`config.mk`:
```
export PLATFORM = sky130hd
export DESIGN_NAME = pipelined_carry_adder
export DESIGN_NICKNAME = d
export VERILOG_FILES = /design/src/rtl/pipelined_carry_adder_chunk.sv /design/src/rtl/pipelined_carry_adder.sv
export SDC_FILE = /design/constraint.sdc
export NUM_CORES = 1
export LEC_CHECK = 0
export ABC_AREA = 1
export BUFFER_PORTS_ARGS = -buffer_cell sky130_fd_sc_hd__buf_2
export CAP_MARGIN = 10
export CORE_UTILIZATION = 52
export DETAILED_ROUTE_END_ITERATION = 12
export GPL_ROUTABILITY_DRIVEN = 0
export GPL_TIMING_DRIVEN = 0
export PLACE_DENSITY = 0.82
export SYNTH_ARGS = -nofsm -noshare
export SYNTH_HDL_FRONTEND = slang
export SYNTH_SLANG_ARGS = --single-unit
```
`constraint.sdc`:
```
create_clock -name clk -period 1.9 [get_ports clk]
set_input_delay 0.285 -clock clk [delete_from_list [all_inputs] [get_ports clk]]
set_output_delay 0.285 -clock clk [all_outputs]
set_load 0.05 [all_outputs]
```
`src/rtl/pipelined_carry_adder_chunk.sv`:
```
// -----------------------------------------------------------------------------
// adder_chunk
// Purpose : combinational slice of the pipelined adder. Computes
//           {co, s} = x + y + ci for one W-bit carry chunk. One instance sits
//           in each pipeline stage of pipelined_carry_adder.
// Ports   :
//   x   in  W  chunk of operand A
//   y   in  W  chunk of operand B
//   ci  in  1  carry into the chunk
//   s   out W  chunk sum
//   co  out 1  carry out of the chunk's top bit
// -----------------------------------------------------------------------------
module adder_chunk #(
    parameter int W = 8
) (
    input  logic [W-1:0] x,
    input  logic [W-1:0] y,
    input  logic         ci,
    output logic [W-1:0] s,
    output logic         co
);

    logic [W:0] w_full;

    // Zero-extend every term so the carry out lands in bit W.
    assign w_full  = {1'b0, x} + {1'b0, y} + {{W{1'b0}}, ci};
    assign {co, s} = w_full;

endmodule

```
`src/rtl/pipelined_carry_adder.sv`:
```
// -----------------------------------------------------------------------------
// pipelined_carry_adder
// Purpose : WIDTH-bit unsigned adder {cout, sum} = a + b + cin, split into
//           STAGES register-separated carry chunks of CHUNK = WIDTH/STAGES bits.
//           Stage k adds chunk k using the registered carry from stage k-1.
//           Operand chunks not yet consumed travel down the pipe (skew), and
//           finished sum chunks travel alongside (de-skew), so all chunks of
//           one transaction leave together. Latency STAGES, throughput 1/cycle.
//           The whole pipe advances as a unit: when the output is stalled every
//           stage holds.
// Ports   :
//   clk        in  1      rising-edge clock
//   rst_n      in  1      asynchronous active-low reset
//   in_valid   in  1      a/b/cin valid this cycle
//   in_ready   out 1      input accepted this cycle when in_valid is high
//   a, b       in  WIDTH  unsigned operands
//   cin        in  1      carry in
//   out_valid  out 1      sum/cout valid
//   out_ready  in  1      consumer takes the result
//   sum        out WIDTH  result bits
//   cout       out 1      carry out of bit WIDTH-1
// -----------------------------------------------------------------------------
module pipelined_carry_adder #(
    parameter int WIDTH  = 32,
    parameter int STAGES = 4
) (
    input  logic             clk,
    input  logic             rst_n,
    input  logic             in_valid,
    output logic             in_ready,
    input  logic [WIDTH-1:0] a,
    input  logic [WIDTH-1:0] b,
    input  logic             cin,
    output logic             out_valid,
    input  logic             out_ready,
    output logic [WIDTH-1:0] sum,
    output logic             cout
);

    localparam int CHUNK = WIDTH / STAGES;

    if ((STAGES < 1) || (WIDTH % STAGES != 0)) begin : g_param_check
        $error("pipelined_carry_adder: WIDTH must be a non-zero multiple of STAGES");
    end

    logic              w_adv;
    logic [STAGES-1:0] r_vld;

    // The pipe moves only as a whole; a free or draining output slot lets it move.
    assign w_adv    = out_ready | ~r_vld[STAGES-1];
    assign in_ready = w_adv;

    always_ff @(posedge clk or negedge rst_n) begin
        if (!rst_n) begin
            r_vld <= '0;
        end else if (w_adv) begin
            r_vld[0] <= in_valid;
            for (int k = 1; k < STAGES; k++) begin
                r_vld[k] <= r_vld[k-1];
            end
        end
    end

    for (genvar k = 0; k < STAGES; k++) begin : g_stg
        // SW: sum bits finished after this stage; OW: operand bits still pending.
        localparam int SW = (k + 1) * CHUNK;
        localparam int OW = WIDTH - SW;

        logic [CHUNK-1:0] w_x;
        logic [CHUNK-1:0] w_y;
        logic [CHUNK-1:0] w_s;
        logic             w_ci;
        logic             w_co;
        logic [SW-1:0]    w_sum_nxt;
        logic [SW-1:0]    r_sum_p;
        logic             r_c_p;

        if (k == 0) begin : g_src
            assign w_x       = a[CHUNK-1:0];
            assign w_y       = b[CHUNK-1:0];
            assign w_ci      = cin;
            assign w_sum_nxt = w_s;
        end else begin : g_src
            assign w_x       = g_stg[k-1].g_op.r_opa_p[CHUNK-1:0];
            assign w_y       = g_stg[k-1].g_op.r_opb_p[CHUNK-1:0];
            assign w_ci      = g_stg[k-1].r_c_p;
            assign w_sum_nxt = {w_s, g_stg[k-1].r_sum_p};
        end

        adder_chunk #(
            .W (CHUNK)
        ) u_add (
            .x  (w_x),
            .y  (w_y),
            .ci (w_ci),
            .s  (w_s),
            .co (w_co)
        );

        // ---- stage k register boundary: partial sum and chunk carry ----
        always_ff @(posedge clk or negedge rst_n) begin
            if (!rst_n) begin
                r_sum_p <= '0;
                r_c_p   <= 1'b0;
            end else if (w_adv) begin
                r_sum_p <= w_sum_nxt;
                r_c_p   <= w_co;
            end
        end

        // Operand chunks above this stage ride along until their stage is reached.
        if (OW > 0) begin : g_op
            logic [OW-1:0] w_opa_nxt;
            logic [OW-1:0] w_opb_nxt;
            logic [OW-1:0] r_opa_p;
            logic [OW-1:0] r_opb_p;

            if (k == 0) begin : g_osrc
                assign w_opa_nxt = a[WIDTH-1:CHUNK];
                assign w_opb_nxt = b[WIDTH-1:CHUNK];
            end else begin : g_osrc
                assign w_opa_nxt = g_stg[k-1].g_op.r_opa_p[OW+CHUNK-1:CHUNK];
                assign w_opb_nxt = g_stg[k-1].g_op.r_opb_p[OW+CHUNK-1:CHUNK];
            end

            always_ff @(posedge clk or negedge rst_n) begin
                if (!rst_n) begin
                    r_opa_p <= '0;
                    r_opb_p <= '0;
                end else if (w_adv) begin
                    r_opa_p <= w_opa_nxt;
                    r_opb_p <= w_opb_nxt;
                end
            end
        end
    end

    assign out_valid = r_vld[STAGES-1];
    assign sum       = g_stg[STAGES-1].r_sum_p;
    assign cout      = g_stg[STAGES-1].r_c_p;

endmodule

```
Yosys cells after proc, flatten, opt, wreduce, memory -nomap -nowiden
Index checks and enable logic that the tools add are counted.
{"block": "totals", "ff_bits": 184, "input_bits": 69, "output_inout_bits": 35, "wordCells": 25}
{"block": "op_classes", "addsub": 8, "bitwise_logic": 2}
{"operator": "8-bit by 8-bit adder with 9-bit output", "count": 4}
{"operator": "9-bit by 1-bit adder with 9-bit output", "count": 4}
{"operator": "1-bit NOT", "count": 1}
{"operator": "1-bit bitwise OR", "count": 1}

Longest topological paths before layout
{"block": "depth", "word_depth": 2, "mapped_depth": 9, "depth_no_buf": 9}

Modules after synthesis
From an unflattened synthesis, not the netlist that was laid out.
{"block": "hier_totals", "hier_cells": 1033, "area_unflattened_um2": 8738.4}
{"module": "pipelined_carry_adder", "n_inst": 1, "cells_per_inst": 797, "area_each_um2": 7203.2, "seq_area_each_um2": 4604.4}
{"module": "adder_chunk (g_stg[1].u_add ...)", "n_inst": 3, "cells_per_inst": 59, "area_each_um2": 384.1, "seq_area_each_um2": 0.0}
{"module": "adder_chunk (g_stg[0].u_add)", "n_inst": 1, "cells_per_inst": 59, "area_each_um2": 382.9, "seq_area_each_um2": 0.0}

Worst setup path after synthesis
No wires, ideal clock.
{"block": "synth_timing", "path_type": "reg2reg", "start": "reg g_stg[2].g_op.r_opb_p[0]", "end": "reg g_stg[3].r_sum_p[30], in the netlist sum[30]", "setup_ps": 118, "arrival_ps": 1635, "required_ps": 1782, "setup_slack_ps": 147, "stages_incl_launch_ff": 9, "period_less_slack_ps": 1753, "path_cell_list": "dfrtp_1 -> fa_1 -> fa_1 -> nand2_1 -> nand2_1 -> nand3b_1 -> nand3b_1 -> nand3_1 -> nand2_1"}
{"block": "synth_via", "elab_chain_cells": 2}
{"element": "start: declaration", "line_no": "pipelined_carry_adder.sv:116", "rtl": "logic [OW-1:0] r_opb_p;"}
{"element": "start signal: assignment", "line_no": "pipelined_carry_adder.sv:132", "rtl": "r_opb_p <= w_opb_nxt;"}
{"element": "8-bit by 8-bit adder with 9-bit output", "line_no": "pipelined_carry_adder_chunk.sv:26", "rtl": "assign w_full = {1'b0, x} + {1'b0, y} + {{W{1'b0}}, ci};"}
{"element": "9-bit by 1-bit adder with 9-bit output", "line_no": "pipelined_carry_adder_chunk.sv:26"}
{"element": "end signal: assignment", "line_no": "pipelined_carry_adder.sv:106", "rtl": "r_sum_p <= w_sum_nxt;"}
{"element": "end: declaration", "line_no": "pipelined_carry_adder.sv:75", "rtl": "logic [SW-1:0] r_sum_p;"}
No other way between the ends.
A chain may end at the register's enable or synchronous reset.

Final worst setup path
{"block": "layout_timing", "start": "reg g_stg[1].g_op.r_opb_p[0]", "end": "reg g_stg[2].r_sum_p[22]"}
{"block": "layout_via", "elab_chain_cells": 2}
{"element": "start: declaration", "line_no": "pipelined_carry_adder.sv:116"}
{"element": "start signal: assignment", "line_no": "pipelined_carry_adder.sv:132"}
{"element": "8-bit by 8-bit adder with 9-bit output", "line_no": "pipelined_carry_adder_chunk.sv:26"}
{"element": "9-bit by 1-bit adder with 9-bit output", "line_no": "pipelined_carry_adder_chunk.sv:26"}
{"element": "end signal: assignment", "line_no": "pipelined_carry_adder.sv:106"}
{"element": "end: declaration", "line_no": "pipelined_carry_adder.sv:75"}
No other way between the ends.

==> impl_metrics.toml <==
[final_layout]
design_area_um2 = 9700
finalNetCount = 1191
insertedDiodeCount = 0
drive_above_1_share_pct = 16.5
final_cell_count_no_fill = 1310
syn_to_final_growth_pct = 18.8

[pwr]
p_sw_share_pct = 41.3
p_seq_share_pct = 37.4
leakagePower_nw = 5.32
p_clk_share_pct = 21.9
combPwrFrac_pct = 40.7
vdd_ir_drop_max_v = 0.000835
power.density_nw_per_um2 = 1830
power.switching_w = 0.00731
fin_total_pwr_w = 0.0177
internal_power_contribution_w = 0.0104

[place]
io_buffers = 103
dp_worst_setup_slack_ps = -46.3
dpl-instance-area_um2 = 8980
place.detailed.instances = 1277
dp_hpwl_um = 13200

[cts]
clockBufferDepth = 2
cts_made_buffers = 17
cts_sink_cnt = 184
clock-root-buffer = "clkbuf_16"
cts_tree = "built"
clock_insertion_delay_at_the_later_pin_of_the_skew_report_ps = 430
clk_pin_slew_worst_paths_ps = 60
cts_htree_levels = 4

[global_routing]
grt_pass1_vias = 6323
grt_max_degree = 116
gr-usage-all-layers_pct = 25.0
globalRoute.totalOverflow = 0
global_route_wire_length_before_repair_um = 30600
number_of_antenna_violations_at_the_first_check_in_global_routing = 0

[logic_synthesis]
postSynthCellCount = 962
yosysSeqAreaShare_pct = 56.4
yosys-top-cells-area = "dfrtp_1 (56%), nand2_1 (24%), ha_1 (4.3%)"
synth_largest_type_area_fraction_pct = 56.4
synthDistinctLibCells = 22
syn_area_um2 = 8170
synth_area_per_cell_um2 = 8.49
synth-warning-count = 0
synthesis_stage_register_bit_count = 184
yosysTopAreaCell = "dfrtp_1"
synth.net_count = 1067

[floorplanning]
die_y_um = 127
horiz_die_dim_um = 127
floorplan.die_area_um2 = 16200
row_count = 45
initial_core_util_pct = 53.5
core_box_area_um2 = 15300
pin_count = 104

[timing]
final.setup_skew_ps = 5.71
setup_repair_after_global_routing_missed_its_margin = "true"
finalCritPeriodShare_pct = 98.3
post-route-min-period_ps = 1870
slew-limit-headroom_pct = 47.0
slew_viol_final = 0
timing.final.hold_violations = 0
transition_time_of_the_tightest_slew_check_pin_ps = 795
fin_ws_ps = 33.2
timing.final.setup_violations = 0
max_clk_rate_mhz = 536

[outcome]
run_status = "finished clean"

[setup_path]
cp_max_fo = 2
timing.critical_path.mode_cell = "nand2_1"
timing.critical_path.cells = "fa_2 -> fa_2 -> nand2_2 -> nand2_1 -> nand3b_1 -> nand2_1 -> nand2_1 -> nand3_1 -> nand2_1"
path_class = "flop to flop"
max_stage_delay_ps = 420
cpMaxStageDelayCell = "fa_2"
crit_required_ps = 2260
worst_setup_path_start_kind = "flop"
crit_arrival_ps = 2230
end_kind = "flop"

[routing]
drt-initial-drc-count = 455
vias_per_cell = 5.00
post_drt_wl_per_cell_um = 14.4
drt-total-wl_um = 18900
route.antenna.remaining_nets = 0
drc = 0
vias = 6555
drt-pass1-iter-count = 5

[worst_hold_path]
hold_crit_path_type = "input pin to flop"

[flow_run]
drv_cap = 0
[repair_timing]
action                     CTS  global route
pin swaps                    1            13
setup buffers                1             0
hold endpoints to repair    69             0
setup endpoints to repair    6             9
hold buffers                 1             0
gates cloned                 0             0
gates resized for setup      6             9
[critical path, delay by kind of cell (launching register included)]
kind                     cells  cell delay, ps
adder cells (fa/ha/maj)      2             790
flip-flops                   1             400
AND/OR/NAND/NOR              7             620
[metrics by stage]
stage	setup TNS (ps)	util [%]	hold slack, ps
2_1_floorplan	0	-	-10.6
3_3_place_gp	-412140	58.6	448
3_5_place_dp	-184	58.9	273
4_1_cts	0	63.4	33.9
5_1_grt	-158	63.6	47.3
6_report	0	63.6	42.6
[layout by cell type (no fill, tap or decap), types with 3 or more instances in the layout]
| master | netlist | final |
|---|---|---|
| ha_1 | 28 | 28 |
| or2_2 | 7 | 7 |
| inv_1 | 46 | 46 |
| buf_2 | 26 | 125 |
| bufinv_16 | 0 | 4 |
| a211oi_1 | 4 | 4 |
| nand3_1 | 21 | 20 |
| buf_4 | 0 | 3 |
| a21oi_1 | 13 | 13 |
| nand3b_1 | 14 | 14 |
| clkbuf_8 | 0 | 7 |
| nor2_1 | 21 | 21 |
| nand2_2 | 0 | 5 |
| xor2_1 | 4 | 4 |
| dfrtp_1 | 184 | 184 |
| o21ai_0 | 46 | 46 |
| clkbuf_16 | 0 | 17 |
| clkbuf_1 | 13 | 15 |
| nand2_1 | 518 | 513 |
| fa_2 | 0 | 6 |
[cell usage after synthesis]
cell type,number
a211oi_1,4
a21oi_1,13
and2_1,2
buf_2,26
clkbuf_1,13
dfrtp_1,184
fa_1,8
ha_1,28
inv_1,46
inv_2,1
nand2_1,518
nand3_1,21
nand3b_1,14
nor2_1,21
nor2_4,1
o21ai_0,46
o21ai_1,1
o22ai_1,1
or2_1,1
or2_2,7
xnor2_1,2
xor2_1,4
[routing by layer]
metal	global-route usage, %	routed length (µm)	up-vias
met5	0	0	-
met4	11.8	660	0
met3	4.82	963	48
met2	41.5	9130	183
met1	31.8	8130	3097
li1	-	-	3227
[area by class of cell]
class	instances	area [µm²]
Fill cell	1270	5560
Sequential cell	184	4600
Multi-Input combinational cell	692	3240
Timing Repair Buffer	106	573
Clock buffer	26	529
Tap cell	211	264
Inverter	47	179
Buffer	38	176
Clock inverter	6	133
[worst paths after layout]
path                                             end  slack [ps]                      from  depth (start not counted)
setup / recovery                g_stg[2].r_sum_p[22]          30  g_stg[1].g_op.r_opb_p[0]                          9
hold / removal             g_stg[0].g_op.r_opb_p[10]          40                     b[18]                          3
setup reg to reg                g_stg[2].r_sum_p[22]          30  g_stg[1].g_op.r_opb_p[0]                          9
hold reg to reg                               sum[7]         470       g_stg[2].r_sum_p[7]                          2
max in group asynchronous                    sum[13]         590                     rst_n                          3
min in group asynchronous  g_stg[0].g_op.r_opa_p[15]         410                     rst_n                          2
[power by group through the flow]
stage	registers, W	clock network [W]	logic (W)
after detailed placement	0.00664	0	0.00702
after floorplan	0.00765	0	0.00402
after CTS	0.00662	0.00391	0.00715
after global routing	0.00680	0.00408	0.00806
after global placement	0.00661	0	0.00676
final	0.00663	0.00388	0.00721
[state kept, by name, summed over array words and instances, names as in the netlist]
name	flops
g_stg.g_op.r_opa_p	48
g_stg.g_op.r_opb_p	48
g_stg.r_sum_p	48
cout	1
sum	32
g_stg.r_c_p	3
r_vld	4
[cells by family after synthesis]
logic type                 share of synthesized area (%)
adders and majority gates                           6.25
buffers and inverters                               4.35
AOI/OAI and AO/OA                                   4.12
and+or+nand+nor                                     28.3
DFF                                                 56.4
xor gates and xnor gates                           0.643
No activity file was read; power rests on OpenSTA's default activity.
